### config.mk
export PLATFORM = sky130hd
export DESIGN_NAME = ccff_load_ctrl
export DESIGN_NICKNAME = d
export VERILOG_FILES = /design/src/rtl/pmu_pkg.sv /design/src/rtl/ccff_serializer.sv /design/src/rtl/ccff_load_ctrl.sv
export SDC_FILE = /design/constraint.sdc
export NUM_CORES = 1
export LEC_CHECK = 0
export BUFFER_PORTS_ARGS = -buffer_cell sky130_fd_sc_hd__clkbuf_2
export CORE_ASPECT_RATIO = 0.6
export CORE_UTILIZATION = 45
export CTS_CLUSTER_DIAMETER = 200
export DETAILED_ROUTE_END_ITERATION = 8
export PLACE_DENSITY = 0.68
export SLEW_MARGIN = 20
export SYNTH_ARGS = -nofsm -noshare
export SYNTH_HDL_FRONTEND = slang
export SYNTH_HIERARCHICAL = 1
export SYNTH_SLANG_ARGS = --single-unit
### constraint.sdc
create_clock -name tck_i -period 2.87 [get_ports tck_i]
set_clock_uncertainty 0.2 [all_clocks]
set_input_delay 0.4305 -clock tck_i [delete_from_list [all_inputs] [get_ports tck_i]]
set_output_delay 0.4305 -clock tck_i [all_outputs]
set_load 0.1 [all_outputs]
### src/rtl/pmu_pkg.sv
// Shared definitions for the pmu configuration-load blocks: the load
// sequencer state encoding and the default chain/word geometry.
package pmu_pkg;

  typedef enum logic [2:0] {
    IDLE,
    PRESET,
    SHIFT,
    VERIFY,
    RELEASE,
    DONE,
    ERROR
  } load_state_t;

  localparam int CCFF_CHAIN_LEN = 2015;
  localparam int CCFF_WORD_W    = 32;

endpackage

### src/rtl/ccff_serializer.sv
// Word buffer and prog_clk generator for the ccff chain. Each buffered word is
// shifted out LSB-first on data. Every bit has a low setup phase of PROG_DIV
// cycles followed by a high phase of PROG_DIV cycles. The next bit appears when
// progclk falls. Everything clears whenever enable drops.
module ccff_serializer import pmu_pkg::*; #(
  parameter int WORD_W   = CCFF_WORD_W,
  parameter int PROG_DIV = 2
) (
  input  logic              clk,
  input  logic              rst,
  input  logic              enable,
  input  logic [WORD_W-1:0] word,
  input  logic              word_valid,
  output logic              progclk,
  output logic              data,
  output logic              bit_strobe,
  output logic              bit_done,
  output logic              buf_empty
);

  localparam int DIV_W = (PROG_DIV > 1) ? $clog2(PROG_DIV) : 1;
  localparam int BL_W  = $clog2(WORD_W + 1);
  localparam logic [DIV_W-1:0] DIV_LAST = DIV_W'(PROG_DIV - 1);
  localparam logic [BL_W-1:0]  BL_FULL  = BL_W'(WORD_W);

  logic [WORD_W-1:0] sh;
  logic [BL_W-1:0]   bits_left;
  logic [DIV_W-1:0]  div_cnt;
  logic              phase_end;

  assign buf_empty  = (bits_left == '0);
  assign phase_end  = (div_cnt == DIV_LAST);
  assign bit_strobe = enable && !buf_empty && !progclk && phase_end;
  assign bit_done   = enable && progclk && phase_end;
  assign data       = sh[0];

  // Load a word when the buffer is empty, then alternate low/high phases per bit.
  always_ff @(posedge clk or posedge rst) begin
    if (rst) begin
      sh        <= '0;
      bits_left <= '0;
      div_cnt   <= '0;
      progclk   <= 1'b0;
    end else if (!enable) begin
      sh        <= '0;
      bits_left <= '0;
      div_cnt   <= '0;
      progclk   <= 1'b0;
    end else if (buf_empty) begin
      progclk <= 1'b0;
      div_cnt <= '0;
      if (word_valid) begin
        sh        <= word;
        bits_left <= BL_FULL;
      end
    end else if (phase_end) begin
      div_cnt <= '0;
      if (!progclk) begin
        progclk <= 1'b1;
      end else begin
        progclk   <= 1'b0;
        sh        <= sh >> 1;
        bits_left <= bits_left - BL_W'(1);
      end
    end else begin
      div_cnt <= div_cnt + DIV_W'(1);
    end
  end

endmodule

### src/rtl/ccff_load_ctrl.sv
// Configuration-chain load sequencer. It resets the chain, streams bitstream words
// through the serializer, and checks that the first bit reappears at the chain tail.
// After a good check it releases the fabric.
module ccff_load_ctrl import pmu_pkg::*; #(
  parameter int CHAIN_LEN  = CCFF_CHAIN_LEN,
  parameter int WORD_W     = CCFF_WORD_W,
  parameter int PROG_DIV   = 2,
  parameter int PRESET_CYC = 4
) (
  input  logic                             tck_i,
  input  logic                             rst_i,
  input  logic                             start_i,
  input  logic                             abort_i,
  input  logic [WORD_W-1:0]                word_i,
  input  logic                             word_valid_i,
  output logic                             word_ready_o,
  output logic                             config_enable_o,
  output logic                             pReset_o,
  output logic                             progclk_o,
  output logic                             data_o,
  input  logic                             ccff_tail_i,
  output logic                             fpga_rst_o,
  output logic                             fpga_clk_en_o,
  output logic                             busy_o,
  output logic                             done_o,
  output logic                             tail_err_o,
  output logic [$clog2(CHAIN_LEN+1)-1:0]   bit_cnt_o
);

  localparam int CNT_W = $clog2(CHAIN_LEN + 1);
  localparam logic [CNT_W-1:0] CNT_MAX     = CNT_W'(CHAIN_LEN);
  localparam logic [15:0]      PRESET_LAST = 16'(PRESET_CYC - 1);
  localparam logic [15:0]      VERIFY_LAST = 16'(PROG_DIV - 1);

  load_state_t state, state_next;
  logic [15:0] cyc_cnt;
  logic        marker;
  logic        tail_err;
  logic        ser_en;
  logic        bit_strobe;
  logic        bit_done;
  logic        buf_empty;
  logic        start_ok;
  logic        verify_end;

  assign start_ok   = start_i && !abort_i &&
                      (state == IDLE || state == DONE || state == ERROR);
  assign verify_end = (state == VERIFY) && (cyc_cnt == VERIFY_LAST);
  assign ser_en       = (state == SHIFT) && !abort_i;
  assign word_ready_o = ser_en && buf_empty;
  assign tail_err_o   = tail_err;

  ccff_serializer #(
    .WORD_W   (WORD_W),
    .PROG_DIV (PROG_DIV)
  ) u_ser (
    .clk        (tck_i),
    .rst        (rst_i),
    .enable     (ser_en),
    .word       (word_i),
    .word_valid (word_valid_i),
    .progclk    (progclk_o),
    .data       (data_o),
    .bit_strobe (bit_strobe),
    .bit_done   (bit_done),
    .buf_empty  (buf_empty)
  );

  // State register.
  always_ff @(posedge tck_i or posedge rst_i) begin
    if (rst_i) state <= IDLE;
    else       state <= state_next;
  end

  // Next-state and Moore outputs. Abort overrides every other transition.
  always_comb begin
    state_next      = state;
    config_enable_o = 1'b0;
    pReset_o        = 1'b0;
    fpga_rst_o      = 1'b1;
    fpga_clk_en_o   = 1'b0;
    busy_o          = 1'b0;
    done_o          = 1'b0;
    case (state)
      IDLE: begin
        if (start_i) state_next = PRESET;
      end
      PRESET: begin
        config_enable_o = 1'b1;
        pReset_o        = 1'b1;
        busy_o          = 1'b1;
        if (cyc_cnt == PRESET_LAST) state_next = SHIFT;
      end
      SHIFT: begin
        config_enable_o = 1'b1;
        busy_o          = 1'b1;
        if (bit_done && bit_cnt_o == CNT_MAX) state_next = VERIFY;
      end
      VERIFY: begin
        config_enable_o = 1'b1;
        busy_o          = 1'b1;
        if (verify_end) state_next = (ccff_tail_i == marker) ? RELEASE : ERROR;
      end
      RELEASE: begin
        busy_o        = 1'b1;
        fpga_rst_o    = (cyc_cnt == 16'd0);
        fpga_clk_en_o = (cyc_cnt == 16'd2);
        if (cyc_cnt == 16'd2) state_next = DONE;
      end
      DONE: begin
        done_o        = 1'b1;
        fpga_clk_en_o = 1'b1;
        fpga_rst_o    = 1'b0;
        if (start_i) state_next = PRESET;
      end
      ERROR: begin
        if (start_i) state_next = PRESET;
      end
      default: state_next = IDLE;
    endcase
    if (abort_i) state_next = IDLE;
  end

  // Shared phase timer for PRESET, VERIFY and RELEASE. It restarts on every state change.
  always_ff @(posedge tck_i or posedge rst_i) begin
    if (rst_i)                                          cyc_cnt <= '0;
    else if (state_next != state)                       cyc_cnt <= '0;
    else if (state inside {PRESET, VERIFY, RELEASE})    cyc_cnt <= cyc_cnt + 16'd1;
    else                                                cyc_cnt <= '0;
  end

  // Bit counter advances with each progclk rise and saturates at the chain length.
  always_ff @(posedge tck_i or posedge rst_i) begin
    if (rst_i)                                 bit_cnt_o <= '0;
    else if (start_ok || abort_i)              bit_cnt_o <= '0;
    else if (bit_strobe && bit_cnt_o != CNT_MAX) bit_cnt_o <= bit_cnt_o + CNT_W'(1);
  end

  // The first bit clocked into the chain is the marker expected back at the tail.
  always_ff @(posedge tck_i or posedge rst_i) begin
    if (rst_i)                              marker <= 1'b0;
    else if (start_ok)                      marker <= 1'b0;
    else if (bit_strobe && bit_cnt_o == '0) marker <= data_o;
  end

  // Tail error is sticky until the next start or reset. Abort does not clear it.
  always_ff @(posedge tck_i or posedge rst_i) begin
    if (rst_i)                                                tail_err <= 1'b0;
    else if (start_ok)                                        tail_err <= 1'b0;
    else if (verify_end && !abort_i && ccff_tail_i != marker) tail_err <= 1'b1;
  end

endmodule

==> results.md <==
Outcome:
- The flow ran to the end, but the final reports show violations.
- The final reports fail on DRC.

Global route:
- The global routing stage identified its most utilized layer as met1.
- Entering global routing, the biggest net connects 41 pins.
- The first global-routing pass estimated 15900 um of wire.
- For met1 alone, demand over resource in global routing was 31.7%.
- For this run, global-route usage on met3 was measured as 5.41%.
- The overall routing resource usage is 21.2%.
- Summed over all layers, the global routing overflow is 0.
- The global routing met2 resource utilization is 30.1%.
- The initial antenna violation count came to 0.
- The via count of the first global-routing pass came to 3205.

Critical path:
- The launch point of the worst reg-to-reg path is u_ser/bits_left[0]$_DFFE_PP0P_.
- The type of the worst setup path is flop to output port.
- The worst setup path is launched from a flop.
- The kind of cell with the highest combined delay along the critical path is simple AND/OR/NAND/NOR gates.
- The most critical setup path has its startpoint at cyc_cnt[4]$_DFF_PP0_.
- The number of buffers and inverters on the critical path is 2.
- Data on the critical path is required at its endpoint by 2240 ps.
- Walking the worst path, the cells encountered are nor4_1 -> and4_2 -> and2_1 -> o21ai_0 -> inv_1 -> buf_4.
- In this run the worst path has a maximum fanout of 9.
- The nature of the critical path endpoint is an output port.
- In this design, the stage delay of the slowest critical-path cell is 450 ps.
- The data arrival time of the critical path is 2130 ps.
- The critical path's slowest cell is dfrtp_1.

Yosys:
- After synthesis, the share of flip-flops with an asynchronous set or reset is 100%.
- The area share of the largest cell type after synthesis is 44.1%.
- The share of the Yosys chip area taken by registers is 44.1%.
- The total nets after synthesis is 499.
- After technology mapping, the gate count stands at 454.
- Yosys printed 6 warnings.
- The cell type with the highest aggregate area in the netlist is dfrtp_1.
- The leading cell type by number of instances after synthesis is dfrtp_1.
- The count of flip-flops with a built-in enable after synthesis is 0.
- The commonest cells after synthesis are 72 x dfrtp_1, 48 x nor2_1, 46 x nand2_1.
- After synthesis, the cell types taking the most area are dfrtp_1 44%, a22o_1 6.6%, nand4_1 5.7%.
- The average instance in the mapped netlist occupies 9.01 um^2.
- Synthesis inferred 72 register bits.
- In the synthesized netlist the dominant register cell turns out to be dfrtp_1.
- The synthesized netlist contains 51 unique library cells.
- Summing every instance area after synthesis gives 4090 um^2.

Worst hold path:
- The startpoint identified for the worst hold timing path is word_i[31].
- The min-delay analysis places its worst path in the category input pin to flop.

Timing:
- Based on the critical path, the design can be clocked at up to 363 MHz.
- Setup repair after global routing left no endpoint under its margin.
- The final worst-path cycle share is 96.1%.
- The count of final hold-check violations is 0.
- The count of pins over their slew limit is 0.
- Setup total negative slack on the finished layout was measured at 0 ps.
- The final worst setup slack is 112 ps.
- Measured against its own limit, the worst slew margin works out to 55.7%.
- The count of endpoints failing setup in the final report is 0.
- The worst-margin pin slew is 664 ps.
- The clock period minus final worst setup slack is 2760 ps.

Finish:
- The sequential cells in the finished layout cover a total of 1800 um^2.
- The number of antenna diodes in the final layout is 0.
- Summing all multi-input logic gate instances after layout gives 2060 um^2.
- The number of filler instances in the final layout is 801.
- Cells with a size suffix above 1 make up 18.8% of the layout.
- From synthesis to final layout, the design area changed by 16.9%.
- The cell area after layout is 4780 um^2.
- The final net count is 553.
- The final non-filler cell total is 624.

Job:
- Across the run, the number of max-cap violations was 0.

Routing:
- The final routed wirelength across all metal layers is 9650 um.
- The remaining antenna violation count after routing is 0.
- The number of DRC violations after detailed routing is 12.
- The first routing iteration left 281 violations.
- The detailed-route vias per instance is 5.61.
- The routed layout has 3498 vias.
- The final routed wire length divided by cell count is 15.5 um.
- For this run, the detailed router's first-pass iteration total came to 7.

Clocking:
- The H-tree was split into 3 levels.
- The deepest clock path buffer count is 2.
- CTS placed an instance of clkbuf_16 at the clock tree root.
- Clock latency on the worst-skew pair, taken at its later pin, is 320 ps.
- The register clock-pin slew on the reported worst setup and hold paths is 50 ps.
- TritonCTS built the clock tree.
- The clock net in this run drives a total of 72 sinks.
- In this run, CTS created clock tree buffers numbering 9.

Floorplanning:
- The initial utilization of the core area, before any placement, comes to 47.3%.
- Measured along the y axis, the die boundary spans 75.8 um.
- The die width is 125 um.
- After floorplanning, the core was divided into 26 placement rows.
- 59 I/O pins were placed.
- The total die area is 9480 um^2.
- The total core area is 8650 um^2.

Placed design:
- The final weighted congestion in routability-driven placement is 0.817.
- The cell area after placement is 4500 um^2.
- The placed wire-length estimate is 6590 um.
- The worst slack at placement is 411 ps.
- The cell total after placement is 608.
- The count of buffers added on input and output ports is 58.

Pwr:
- IR analysis of the VDD net gives a maximum drop of 299 uV.
- The design draws 2150 uW.
- The leakage power figure is 0.00219 uW.
- Dividing total power by cell area gives a power density of 451 nW/um^2.
-- repair_timing --
action	CTS	global route
gates resized for setup	0	1
hold buffers	1	0
endpoints found under the setup margin	0	2
endpoints found under the hold margin	2	0
buffers inserted	0	0
-- worst min-delay path: stages --
cell,delay (ps)
clkbuf_2,70
and3_1,130
mux2_1,120
-- report_power, final --
group / switching, uW / internal, uW / total [uW]
sequential: 0.732 / 1020 / 1020
combinational: 91.1 / 46.6 / 138
clock: 370 / 628 / 999
-- cell usage in the layout (no fill, tap or decap), types with 3 or more instances in the layout --
cell / n
or3_1: 3
mux2i_1: 3
nand4_1: 37
nor2_1: 48
buf_4: 19
inv_1: 16
nand3b_1: 3
nor4_1: 5
clkbuf_2: 56
mux2_1: 3
dfrtp_1: 72
clkbuf_1: 4
nand3_1: 15
clkbuf_16: 9
xor2_1: 18
a21oi_1: 11
ha_1: 7
a21o_1: 4
o21ai_1: 3
and2_1: 4
xnor2_1: 9
o21ai_0: 36
nand2_1: 46
and3_1: 10
nand2b_1: 6
a22o_1: 31
-- cells by family (layout without fill, tap and decap cells) --
logic type               count (synthesis)  count (layout)  share of synthesized area, %
flip-flops                              72              72                          44.1
AND/OR/NAND/NOR                        193             193                          24.2
AO/OA/AOI/OAI                           99              99                          16.4
adder cells (fa/ha/maj)                  7               7                          2.14
multiplexers                             6               6                          1.56
buffers and inverters                   50             108                          5.78
XOR/XNOR                                27              27                          5.78
-- flip-flops by register name, indices dropped and copies added (netlist names) --
name / count
tail_err_o: 1
u_ser/sh: 32
cyc_cnt: 16
state: 3
u_ser/progclk: 1
u_ser/div_cnt: 1
u_ser/bits_left: 6
bit_cnt_o: 11
marker: 1
-- area by class of cell --
cell class / instances / area share (%)
flip-flops and latches: 72 / 37.7
repair buffers: 77 / 9.48
well taps: 112 / 2.93
multi-input cells: 332 / 43.0
clock buffers: 15 / 5.60
inverters: 16 / 1.26
-- metrics by stage --
step	hold slack (ps)	util, %
finish	262	55.2
floorplan	264	-
CTS	256	55.2
global route	277	55.2
detailed placement	286	52.0
global placement	277	52.0
-- worst paths after layout --
| kind | end | slack [ps] | depth (start not counted) |
|---|---|---|---|
| setup reg to reg | u_ser/sh[24]$_DFFE_PP0P_ | 370 | 8 |
| max in group asynchronous | u_ser/sh[7]$_DFFE_PP0P_ | 1510 | 4 |
| setup / recovery | fpga_clk_en_o | 110 | 6 |
| hold reg to reg | tail_err_o$_DFFE_PP0P_ | 290 | 1 |
| min in group asynchronous | bit_cnt_o[0]$_DFFE_PP0P_ | 540 | 4 |
| hold / removal | u_ser/sh[31]$_DFFE_PP0P_ | 260 | 3 |
-- layer usage --
layer,wire [um],vias to the layer above
met3,491,8
met2,4220,99
li1,-,1723
met1,4860,1668
met4,82,0
met5,0,-
Note: power is estimated with default switching activity, not from simulation.
